==> src/rtl/mem_bus_arbiter.sv <==
// Round-robin arbiter sharing one single-port memory between the CPU fetch and data ports.
// One transaction in flight at a time; a watchdog aborts memory accesses that never complete.
module mem_bus_arbiter #(
    parameter int ADDR_WIDTH = 32,
    parameter int DATA_WIDTH = 32,
    parameter int TIMEOUT    = 255
) (
    input  logic                    clk,
    input  logic                    reset,
    input  logic                    i_req,
    input  logic [ADDR_WIDTH-1:0]   i_addr,
    output logic                    i_ready,
    output logic [DATA_WIDTH-1:0]   i_rdata,
    input  logic                    d_req,
    input  logic                    d_we,
    input  logic [ADDR_WIDTH-1:0]   d_addr,
    input  logic [DATA_WIDTH-1:0]   d_wdata,
    input  logic [DATA_WIDTH/8-1:0] d_wstrb,
    output logic                    d_ready,
    output logic [DATA_WIDTH-1:0]   d_rdata,
    output logic                    err,
    output logic                    mem_valid,
    output logic                    mem_we,
    output logic [ADDR_WIDTH-1:0]   mem_addr,
    output logic [DATA_WIDTH-1:0]   mem_wdata,
    output logic [DATA_WIDTH/8-1:0] mem_wstrb,
    input  logic                    mem_ready,
    input  logic [DATA_WIDTH-1:0]   mem_rdata
);

    localparam int STRB_W = DATA_WIDTH / 8;
    // The counter only ever needs to hold TIMEOUT-1 before the abort fires.
    localparam int WD_W   = (TIMEOUT > 1) ? $clog2(TIMEOUT) : 1;

    typedef enum logic [1:0] {
        IDLE,
        BUSY_I,
        BUSY_D
    } state_t;

    state_t            state;
    state_t            state_next;
    logic              last_grant_d;
    logic [WD_W-1:0]   wdog;
    logic              busy;
    logic              timeout;
    logic              done;
    logic              grant_d;
    logic              grant_i;

    always_comb begin
        busy    = (state != IDLE);
        timeout = busy && (TIMEOUT > 0) && (wdog == WD_W'(TIMEOUT - 1));
        done    = busy && (mem_ready || timeout);
        // Data wins a conflict unless it was the last port served.
        grant_d = d_req && (!i_req || !last_grant_d);
        grant_i = i_req && !grant_d;
    end

    always_comb begin
        state_next = state;
        case (state)
            IDLE: begin
                if (grant_d)      state_next = BUSY_D;
                else if (grant_i) state_next = BUSY_I;
            end
            BUSY_I, BUSY_D: begin
                if (done) state_next = IDLE;
            end
            default: state_next = IDLE;
        endcase
    end

    // NOTE: sequential state uses non-blocking assignments so every register samples pre-edge values.
    always_ff @(posedge clk or posedge reset) begin
        if (reset) state <= IDLE;
        else       state <= state_next;
    end

    always_ff @(posedge clk or posedge reset) begin
        if (reset) begin
            mem_valid    <= 1'b0;
            mem_we       <= 1'b0;
            mem_addr     <= '0;
            mem_wdata    <= '0;
            mem_wstrb    <= '0;
            last_grant_d <= 1'b0;
            wdog         <= '0;
        end else if (state == IDLE) begin
            wdog <= '0;
            if (grant_d) begin
                mem_valid    <= 1'b1;
                mem_we       <= d_we;
                mem_addr     <= d_addr;
                mem_wdata    <= d_wdata;
                mem_wstrb    <= d_we ? d_wstrb : STRB_W'(0);
                last_grant_d <= 1'b1;
            end else if (grant_i) begin
                mem_valid    <= 1'b1;
                mem_we       <= 1'b0;
                mem_addr     <= i_addr;
                mem_wdata    <= '0;
                mem_wstrb    <= '0;
                last_grant_d <= 1'b0;
            end
        end else if (done) begin
            mem_valid <= 1'b0;
        end else begin
            wdog <= wdog + WD_W'(1);
        end
    end

    // Completion is combinational from mem_ready; an abort returns zero data with err.
    always_comb begin
        i_ready = (state == BUSY_I) && done;
        d_ready = (state == BUSY_D) && done;
        err     = done && !mem_ready;
        i_rdata = ((state == BUSY_I) && mem_ready) ? mem_rdata : '0;
        d_rdata = ((state == BUSY_D) && mem_ready) ? mem_rdata : '0;
    end

endmodule
==> config.mk <==
export PLATFORM = sky130hd
export DESIGN_NAME = mem_bus_arbiter
export DESIGN_NICKNAME = d
export VERILOG_FILES = /design/src/rtl/mem_bus_arbiter.sv
export SDC_FILE = /design/constraint.sdc
export NUM_CORES = 1
export LEC_CHECK = 0
export CORE_UTILIZATION = 32
export CTS_CLUSTER_DIAMETER = 30
export CTS_CLUSTER_SIZE = 20
export DETAILED_ROUTE_END_ITERATION = 6
export MAX_ROUTING_LAYER = met4
export PLACE_DENSITY = 0.77
export SLEW_MARGIN = 25
export SYNTH_ARGS = -nofsm -noshare
export SYNTH_HDL_FRONTEND = slang
export SYNTH_SLANG_ARGS = --single-unit
==> constraint.sdc <==
create_clock -name clk -period 2.71 [get_ports clk]
set_clock_uncertainty 0.15 [all_clocks]
set_input_delay 0.542 -clock clk [delete_from_list [all_inputs] [get_ports clk]]
set_output_delay 0.542 -clock clk [all_outputs]
set_load 0.1 [all_outputs]
==> results by group <==
Global routing
  – Global Route met1 Usage: 0.225
  – Gr busiest metal: met2
  – GRT Total Usage: 0.205
  – Met3 Use GR: 0.0537
  – Initial antenna violation count: 0
  – Met2 global-route usage: 0.360
  – Largest net degree at the start of global routing: 62
  – GRT overflow: 0
  – Global-route wire length before repair: ~20 mm
  – Vias in the first global route: a little under 4000

Floorplan
  – Die W: around 110 microns
  – Die area: about 13000 sq um
  – Row cnt: 40
  – I/O pin count: between 200 and 300
  – Initial Utilization: 0.330
  – Die Height: approximately 110 microns
  – Core ar.: about 12000 sq um

Critical path
  – Crit path kind: flop to primary output
  – Worst setup EP type: primary output
  – Data arrival, critical path: about 1900 ps
  – CP max FO: 6
  – Worst Setup Start Kind: flop
  – CP required: 2020 ps

CTS
  – Worst skew pair latency: between 300 and 400 ps
  – Clk sink count: between 80 and 90
  – CTS tree: yes
  – Clock buffer depth: 2
  – Root Buffer: clkbuf_16
  – H-Tree Depth: 3
  – Clock transition at path regs: 70 ps
  – Postcts setup bufs: 0
  – Cts bufs inserted: 9

Finish
  – Commonest non-fill, non-tap cell in the layout: clkdlybuf4s50_1
  – Final Cell Area: around 7700 sq um
  – Share of post-route cells with drive strength above 1: 0.271
  – Commonest cells after routing, fill and taps aside: clkdlybuf4s50_1 (137), dfrtp_1 (81), buf_4 (78)
  – Net count, final: about 800
  – Fill cell count: 951
  – ANT cells: 0
  – Area delta synth->final: 92.9%

STA
  – Unrepaired setup endpoints after global routing: no
  – Max Freq: about 390 MHz
  – Final Max Slew Viols: 0
  – Tcrit/Tclk final: 0.955
  – Setup_tns: 0 ps
  – Final min period: ~2600 ps
  – Slew Limit Headroom: 0.683
  – Hold slack: approximately 330 ps
  – Worst Tran Pin Value: around 470 ps
  – Final setup viols: 0
  – Final hold vios: 0

Place
  – PortBufs: about 270
  – DP Wirelength: between 10 and 15 mm
  – RD Place Congestion: just over 0.8
  – DP Area: between 7000 and 8000 sq um

Drt
  – Routed Antenna Nets: 0
  – Routed length per placed instance: about 16 microns
  – Initial drt markers: 226
  – Via count: 3976
  – Wirelength, routed: 13.0 mm
  – DRC: 0
  – Drt first pass iters: 4
  – Avg Vias per Cell: 4.91

Status
  – Status: complete, no violations

Synth
  – Mapped Area: approximately 4000 sq um
  – Netlist cell types: 35
  – Seq/Total Area, Yosys: 0.508
  – Ys Warns: 0
  – Syn nets: 518
  – Synth Area per Inst: about 11 sq um
  – Syn Inst Count: about 380
  – #FFs+latches synth: 81

Run
  – Max_cap viols: 0

Worst hold path
  – HP Class: flop to flop
[worst max-delay path, cell delays in order, from the launching register on]
cell and delay (ps):
dfrtp_1 400, inv_1 80, ha_1 230, and3_2 250, a21o_1 210, and3_1 220, buf_12 170
[cell type report]
cell class,count,area (sq um),share of cell area
Timing Repair Buffer,286,3380,0.439
Sequential cell,81,2030,0.264
Multi-Input combinational cell,253,1770,0.230
Clock buffer,10,239,0.0311
Tap cell,168,210,0.0273
Clock inverter,5,38.8,0.00504
Inverter,6,26.3,0.00342
[synthesized netlist by cell type (all sizes together)]
cell type | n | area share
nand4 | 2 | 0.0031
nand2b | 2 | 0.0031
and2 | 1 | 0.0022
a21o | 2 | 0.0038
and4b | 2 | 0.0050
clkbuf | 17 | 0.016
a211oi | 1 | 0.0019
a2111oi | 1 | 0.0022
inv | 5 | 0.0047
clkinv | 1 | 0.00094
o21ai | 35 | 0.044
a32o | 4 | 0.010
and4 | 2 | 0.0044
o32ai | 1 | 0.0022
a32oi | 1 | 0.0022
mux2i | 32 | 0.080
a21oi | 5 | 0.0063
nand4b | 1 | 0.0022
nor3 | 4 | 0.0050
o32a | 1 | 0.0025
buf | 18 | 0.034
nor2b | 4 | 0.0063
nand2 | 33 | 0.031
nor2 | 4 | 0.0038
mux2 | 2 | 0.0056
ha | 5 | 0.016
a31oi | 2 | 0.0031
and3b | 1 | 0.0022
a22o | 33 | 0.073
and3 | 69 | 0.11
a21boi | 1 | 0.0028
a31o | 2 | 0.0044
dfrtp | 81 | 0.51
[final timing paths]
check / start / to / slack [ps] / cells past startpoint
max reg2reg: wdog[0] / wdog[0] / 880 / 5
min: mem_addr[28] / mem_addr[28] / 330 / 2
min reg2reg: mem_addr[28] / mem_addr[28] / 330 / 2
max: wdog[0] / i_ready / 120 / 6
min in group asynchronous: reset / mem_wdata[17] / 430 / 2
max in group asynchronous: reset / mem_addr[12] / 1360 / 3
[logic make-up (layout without fill, tap and decap cells)]
kind of cell               after synthesis  in the layout  synth area share
AOI/OAI and AO/OA                       89             89             0.158
adders and majority gates                5              5            0.0157
buffers and inverters                   41            307            0.0552
DFF                                     81             81             0.508
muxes                                   34             34            0.0860
and+or+nand+nor                        125            125             0.177
[per-layer routing]
layer | up-vias | routed length, microns
met5 | - | 0
met4 | 0 | 235
met3 | 22 | 1160
met2 | 206 | 6680
met1 | 1853 | 4940
li1 | 1895 | -
[repair_timing]
| action | 4_1_cts | 5_1_grt |
|---|---|---|
| gates resized for setup | 0 | 1 |
| endpoints found under the setup margin | 0 | 2 |
| hold buffers | 0 | 0 |
[per-stage QoR]
step,utilization,setup WS (ps),cells
floorplan,-,98.0,375
global placement,0.614,192,794
detailed placement,0.614,175,794
CTS,0.637,99.4,809
global route,0.638,18.8,809
finish,0.638,122,809
[flip-flops by register name, summed over array words and instances (netlist names)]
signal        cells
mem_wstrb         4
last_grant_d      1
mem_we            1
wdog              8
mem_wdata        32
mem_addr         32
state             2
mem_valid         1
Power is not shown: default switching activity piles up to over one toggle a cycle in this logic, so the estimate is an artifact.
